## config.mk

```make
export PLATFORM = sky130hd
export DESIGN_NAME = reg_write_arbiter
export DESIGN_NICKNAME = d
export VERILOG_FILES = /design/src/rtl/reg_write_arbiter.sv
export SDC_FILE = /design/constraint.sdc
export NUM_CORES = 1
export LEC_CHECK = 0
export BUFFER_PORTS_ARGS = -buffer_cell sky130_fd_sc_hd__buf_2
export CORE_MARGIN = 5
export CORE_UTILIZATION = 49
export DETAILED_ROUTE_END_ITERATION = 10
export GPL_ROUTABILITY_DRIVEN = 1
export PLACE_DENSITY = 0.91
export SLEW_MARGIN = 20
export SYNTH_ARGS = -nofsm -noshare
export SYNTH_HDL_FRONTEND = slang
export SYNTH_SLANG_ARGS = --single-unit
```

## constraint.sdc

```tcl
create_clock -name clk -period 5.3 [get_ports clk]
set_clock_uncertainty 0.2 [all_clocks]
set_input_delay 0.795 -clock clk [delete_from_list [all_inputs] [get_ports clk]]
set_output_delay 0.795 -clock clk [all_outputs]
set_load 0.05 [all_outputs]
```

## src/rtl/reg_write_arbiter.sv

```systemverilog
`default_nettype none
// +--------------------------------------------------------------------+
// | reg_write_arbiter: round-robin N-way writer for one shared register |
// | Rev 1.0                                                             |
// +--------------------------------------------------------------------+
module reg_write_arbiter #(
  parameter int N = 4,
  parameter int W = 8
) (
  input  logic                 clk,
  input  logic                 rst,
  input  logic [N-1:0]         req,
  input  logic [N*W-1:0]       wdata,
  output logic [W-1:0]         Q,
  output logic [N-1:0]         gnt,
  output logic [$clog2(N)-1:0] owner,
  output logic                 valid,
  output logic [7:0]           wr_cnt
);

  localparam int OW = $clog2(N);
  localparam logic [OW:0] C_NUM_REQ = (OW+1)'(N);

  logic [W-1:0]  data_q,  data_d;
  logic [N-1:0]  gnt_q,   gnt_d;
  logic [OW-1:0] owner_q, owner_d;
  logic          valid_q, valid_d;
  logic [7:0]    cnt_q,   cnt_d;

  logic [W-1:0]  w_wd [N];
  logic [N-1:0]  w_elig;
  logic          w_found;
  logic [OW-1:0] w_win;

  for (genvar gi = 0; gi < N; gi++) begin : g_unpack
    assign w_wd[gi] = wdata[gi*W +: W];
  end

  // Scan offsets from farthest to nearest so the nearest eligible index
  // after the current owner is the one left standing.
  always_comb begin
    logic [OW:0] v_sum;
    w_elig  = req & ~gnt_q;
    w_found = 1'b0;
    w_win   = owner_q;
    v_sum   = '0;
    for (int k = N; k >= 1; k--) begin
      v_sum = {1'b0, owner_q} + (OW+1)'(k);
      if (v_sum >= C_NUM_REQ) begin
        v_sum = v_sum - C_NUM_REQ;
      end
      if (w_elig[v_sum[OW-1:0]]) begin
        w_found = 1'b1;
        w_win   = v_sum[OW-1:0];
      end
    end
  end

  always_comb begin
    data_d  = data_q;
    gnt_d   = '0;
    owner_d = owner_q;
    valid_d = valid_q;
    cnt_d   = cnt_q;
    if (w_found) begin
      data_d  = w_wd[w_win];
      gnt_d   = N'(1) << w_win;
      owner_d = w_win;
      valid_d = 1'b1;
      cnt_d   = cnt_q + 8'd1;
    end
  end

  always_ff @(posedge clk or posedge rst) begin
    if (rst) begin
      data_q  <= '0;
      gnt_q   <= '0;
      owner_q <= OW'(N-1);
      valid_q <= 1'b0;
      cnt_q   <= 8'd0;
    end else begin
      data_q  <= data_d;
      gnt_q   <= gnt_d;
      owner_q <= owner_d;
      valid_q <= valid_d;
      cnt_q   <= cnt_d;
    end
  end

  assign Q      = data_q;
  assign gnt    = gnt_q;
  assign owner  = owner_q;
  assign valid  = valid_q;
  assign wr_cnt = cnt_q;

endmodule
`default_nettype wire

```

==> Yosys cells after proc, flatten, opt, wreduce, memory -nomap -nowiden <==
Index checks and enable logic that the tools add are counted.
{ "word_totals": {"ff_bits": 23, "in_bits": 38, "output_inout_bits": 23, "elab_cells": 51} }
{ "classes": {"add_sub_neg": 9, "n_lt_le_gt_ge": 9, "shift": 1, "mux": 24, "bitwise": 3} }
{ "ops": {"columns": ["op", "n"], "rows": [
  ["8-bit binary-select mux with 2-bit select", 1],
  ["2-bit two-way mux", 8],
  ["8-bit two-way mux", 2],
  ["3-bit >= comparator, second input constant", 5],
  ["2-bit by 3-bit < comparator with 1-bit output, second input constant", 4],
  ["8-bit by 1-bit adder with 8-bit output, second input constant", 1],
  ["1-bit binary-select mux with 2-bit select", 4],
  ["1-bit two-way mux", 8],
  ["2-bit by 1-bit subtractor with 2-bit output, second input constant", 4],
  ["2-bit by 2-bit adder with 3-bit output, second input constant", 2],
  ["4-bit bitwise AND", 1],
  ["4-bit two-way mux", 1],
  ["4-bit inverter", 1],
  ["1-bit by 2-bit left shift with 4-bit output, first input constant", 1],
  ["2-bit by 1-bit adder with 3-bit output, second input constant", 1],
  ["2-bit by 3-bit adder with 3-bit output, second input constant", 1],
  ["2-bit inverter with 3-bit output", 1]
]} }

==> Longest topological paths before layout <==
{ "logic_depth": {"ltp_word": 13, "ltp_mapped": 7, "depth_no_buf": 6} }

==> Worst setup path after synthesis <==
Ideal clock, no wire load.
{ "synth_timing": {"path_type": "in2reg", "start": "input port req[3]", "end": "register data_q[1], in the netlist Q[1]", "setup_time_ns": 0.138, "t_arrival_ns": 2.100, "required_time_ns": 4.962, "setup_slack_ns": 2.863, "cell_stages": 6, "path_buffers": 1, "cell_sequence": "nor3b_2 -> a311o_2 -> a21oi_4 -> buf_12 -> mux2i_1 -> o221ai_1"} }
{ "synth_via": {"elab_chain_cells": 11, "elab_cells_between_ends": 21, "cone_classes": "mux: 19; bitwise: 2"} }
{ "synth_rtl": {"columns": ["element", "line", "source"], "rows": [
  ["from (decl)", "12", "input logic [N-1:0] req,"],
  ["4-bit bitwise AND (*)", "43", "w_elig = req & ~gnt_q;"],
  ["1-bit binary-select mux with 2-bit select", "52", "if (w_elig[v_sum[OW-1:0]]) begin"],
  ["1-bit two-way mux (implied by the code)", "52", null],
  ["2-bit two-way mux (4 in a row)", "52", null],
  ["2-bit inverter with 3-bit output (implied by the code)", "66", "data_d = w_wd[w_win];"],
  ["8-bit binary-select mux with 2-bit select", "66", null],
  ["8-bit two-way mux (implied by the code) (2 in a row)", "66", null],
  ["to (signal assigned)", "82", "data_q <= data_d;"],
  ["to (decl)", "24", "logic [W-1:0] data_q, data_d;"]
]} }
Mark *: on every way between the ends. The rest lies on a longest branch, timed or not. The select of a mux whose other input is x is not followed.
A chain may end at the register's enable or synchronous reset.

==> Final worst setup path <==
{ "layout_timing": {"start": "input port req[3]", "end": "register data_q[4], in the netlist Q[4]"} }
Same word-level chain as after synthesis.

==> metrics.csv <==
metric,value,unit
core_area,0.002522,mm^2
met2_length,1579,um
synthCells,122,
stdcell_count,212,
clock_path_buffers,2,
first_pass_iters,4,
fmax,0.3747,GHz
path_max_fanout,14,
vias_per_cell,5.557,
synth_top_area_cell,dfrtp_1,
area_delta_synth_final,24.98,%
tightest_slew,0.8331,ns
drtIter0Drc,50,
io_pins,61,
grt_max_degree,24,
antenna_found_initial,0,
worstSetupPathType,in -> reg,
cts_tree,yes,
grt_pass1_vias,1135,
vias,1178,
ff2ff_path_depth,6,
min_path_type,reg -> reg,
post_cts_resized,0,
synth_area,0.001308,mm^2
cts_sinks,23,
fin_nets,222,
clk_latency,0.30,ns
cts_root_buf,clkbuf_4,
p_leak,0.8050,nW
rsz0062_at_grt,false,
path_clk_slew,0.13,ns
syn_nets,161,
dpl.hpwl,2565,um
fin_crit,2.669,ns
status,finished clean,
cp-end-kind,register,
fin_crit_sh,50.35,%
top_layer,met4,
worstSetupStartpointType,input pin,
drive_above_1_share,44.51,%
final_core_util,64.78,%
netlist.area_leader.share,40.19,%
fin_setup_tns,0,ns
yosysUniqueCellTypes,30,
dieArea,0.003801,mm^2
drv_slew,0,
max-vdd-ir-drop,0.4338,mV
cts_max_level,1,
place.gp.congestion,0.8870,
setup_viol,0,
hold_violations,0,
crit_arrival,2.65,ns
routedWlPerCell,15.10,um
grt_overflow,0,
met3_length,256,um
maxCapViolations,0,
antenna_left,0,
power-per-cell-area,714.0,mW/mm^2
rrSetupSlack,2.74,ns
dieWidth,61.66,um
max_slew_margin,44.40,%
die_height,61.66,um
port_buffers,60,
register_area,578.1,um^2
hold_buffers,0,
num_antenna_cells,0,
wl_met1,1341,um
drc_errors,0,
hold_path_depth,1,
grt_pass1_wl,5119,um
track_usage,18.44,%
multiInputGateArea,641.9,um^2
post-place-cells,208,
start_util,51.84,%
cts_setup_buffers,0,
avgSynthCellArea,10.72,um^2
total_power,1.167,mW
fillers,212,
drt_wl_total,3202,um
synth_area_leaders,"dfrtp_1, a211oi_1, mux2i_1, dfstp_2, xnor2_1",
synth_seq_cells,23,
seq_area_frac_synth,44.21,%
rows,18,
cp_data_required_time,5.28,ns
cts_buffers,3,
synth_warnings,0,
## final cells by class
cell class / instances / area share (%)
Multi-Input combinational cell: 82 / 39.28
Sequential cell: 23 / 35.38
Timing Repair Buffer: 60 / 18.38
Inverter: 13 / 2.986
Tap cell: 30 / 2.297
Clock buffer: 3 / 1.378
Clock inverter: 1 / 0.3063
## cells by family after synthesis
| logic type | after synthesis | share of synthesized area (%) |
|---|---|---|
| simple gates | 35 | 17.03 |
| compound gates | 27 | 17.13 |
| flops | 23 | 44.21 |
| buf+inv | 17 | 6.698 |
| mux | 12 | 9.283 |
| xor+xnor | 7 | 4.689 |
| fa+ha+maj | 1 | 0.9568 |
## through the flow
stage	hold WS (ns)	instance area, um^2	worst slack [ns]
final	0.2759	1634	2.631
after global routing	0.3003	1634	2.525
after CTS	0.2819	1634	2.634
after detailed placement	0.2523	1607	2.296
after global placement	0.2486	1607	2.459
after floorplan	0.4285	1308	2.863
## layout by cell type (no fill, tap or decap), types with 3 or more instances in the layout
cell type	synthesis	layout
nor2_1	10	10
nand4_1	4	4
inv_1	11	11
or2_2	3	3
xnor2_1	6	6
buf_2	0	60
a211oi_1	17	17
mux2i_1	11	11
nor3b_1	6	6
dfrtp_1	21	21
nand2_1	3	3
clkbuf_4	0	3
o221ai_1	3	3
## where the power goes
group | switching, mW | leakage, nW | internal, mW | total [mW]
Sequential | 0.0681 | 0.273 | 0.263 | 0.331
Clock | 0.0515 | 0.0177 | 0.0281 | 0.0797
Combinational | 0.525 | 0.514 | 0.231 | 0.756
## flip-flops by register name, indices dropped and copies added, names as in the netlist
register,cells
Q,8
wr_cnt,8
gnt,4
owner,2
valid,1
## metal layers
layer  up-vias  track usage (%)
li1        562                -
met1       562            24.42
met2        52            30.64
met3         2            3.145
met4         0            5.758
met5         -                0
## Yosys cell counts, drive strengths merged
master   n
a211oi  17
a311o    2
a22o     2
nor3b    8
and3     3
xor2     1
clkbuf   1
or2      3
o221ai   3
a21oi    2
nand4    4
nor2    10
xnor2    6
nand2b   4
nand2    3
dfrtp   21
dfstp    2
mux2     1
mux2i   11
o21bai   1
inv     13
buf      3
ha       1
## final timing paths
path / startpoint / to
worst max-delay path: req[3] / Q[4]$_DFFE_PP0P_
worst min-delay path: valid$_DFFE_PP0P_ / valid$_DFFE_PP0P_
worst max register to register: owner[0]$_DFFE_PP1P_ / Q[4]$_DFFE_PP0P_
worst min register to register: valid$_DFFE_PP0P_ / valid$_DFFE_PP0P_
max in group asynchronous: rst / wr_cnt[1]$_DFFE_PP0P_
min in group asynchronous: rst / wr_cnt[6]$_DFFE_PP0P_
## critical path, cell delays in order
cell,delay (ns)
buf_2,0.11
nor3b_2,0.17
a311o_2,0.43
a21oi_4,0.52
inv_2,0.17
a211oi_1,0.34
a211oi_1,0.09
No activity file was read; power rests on OpenSTA's default activity.
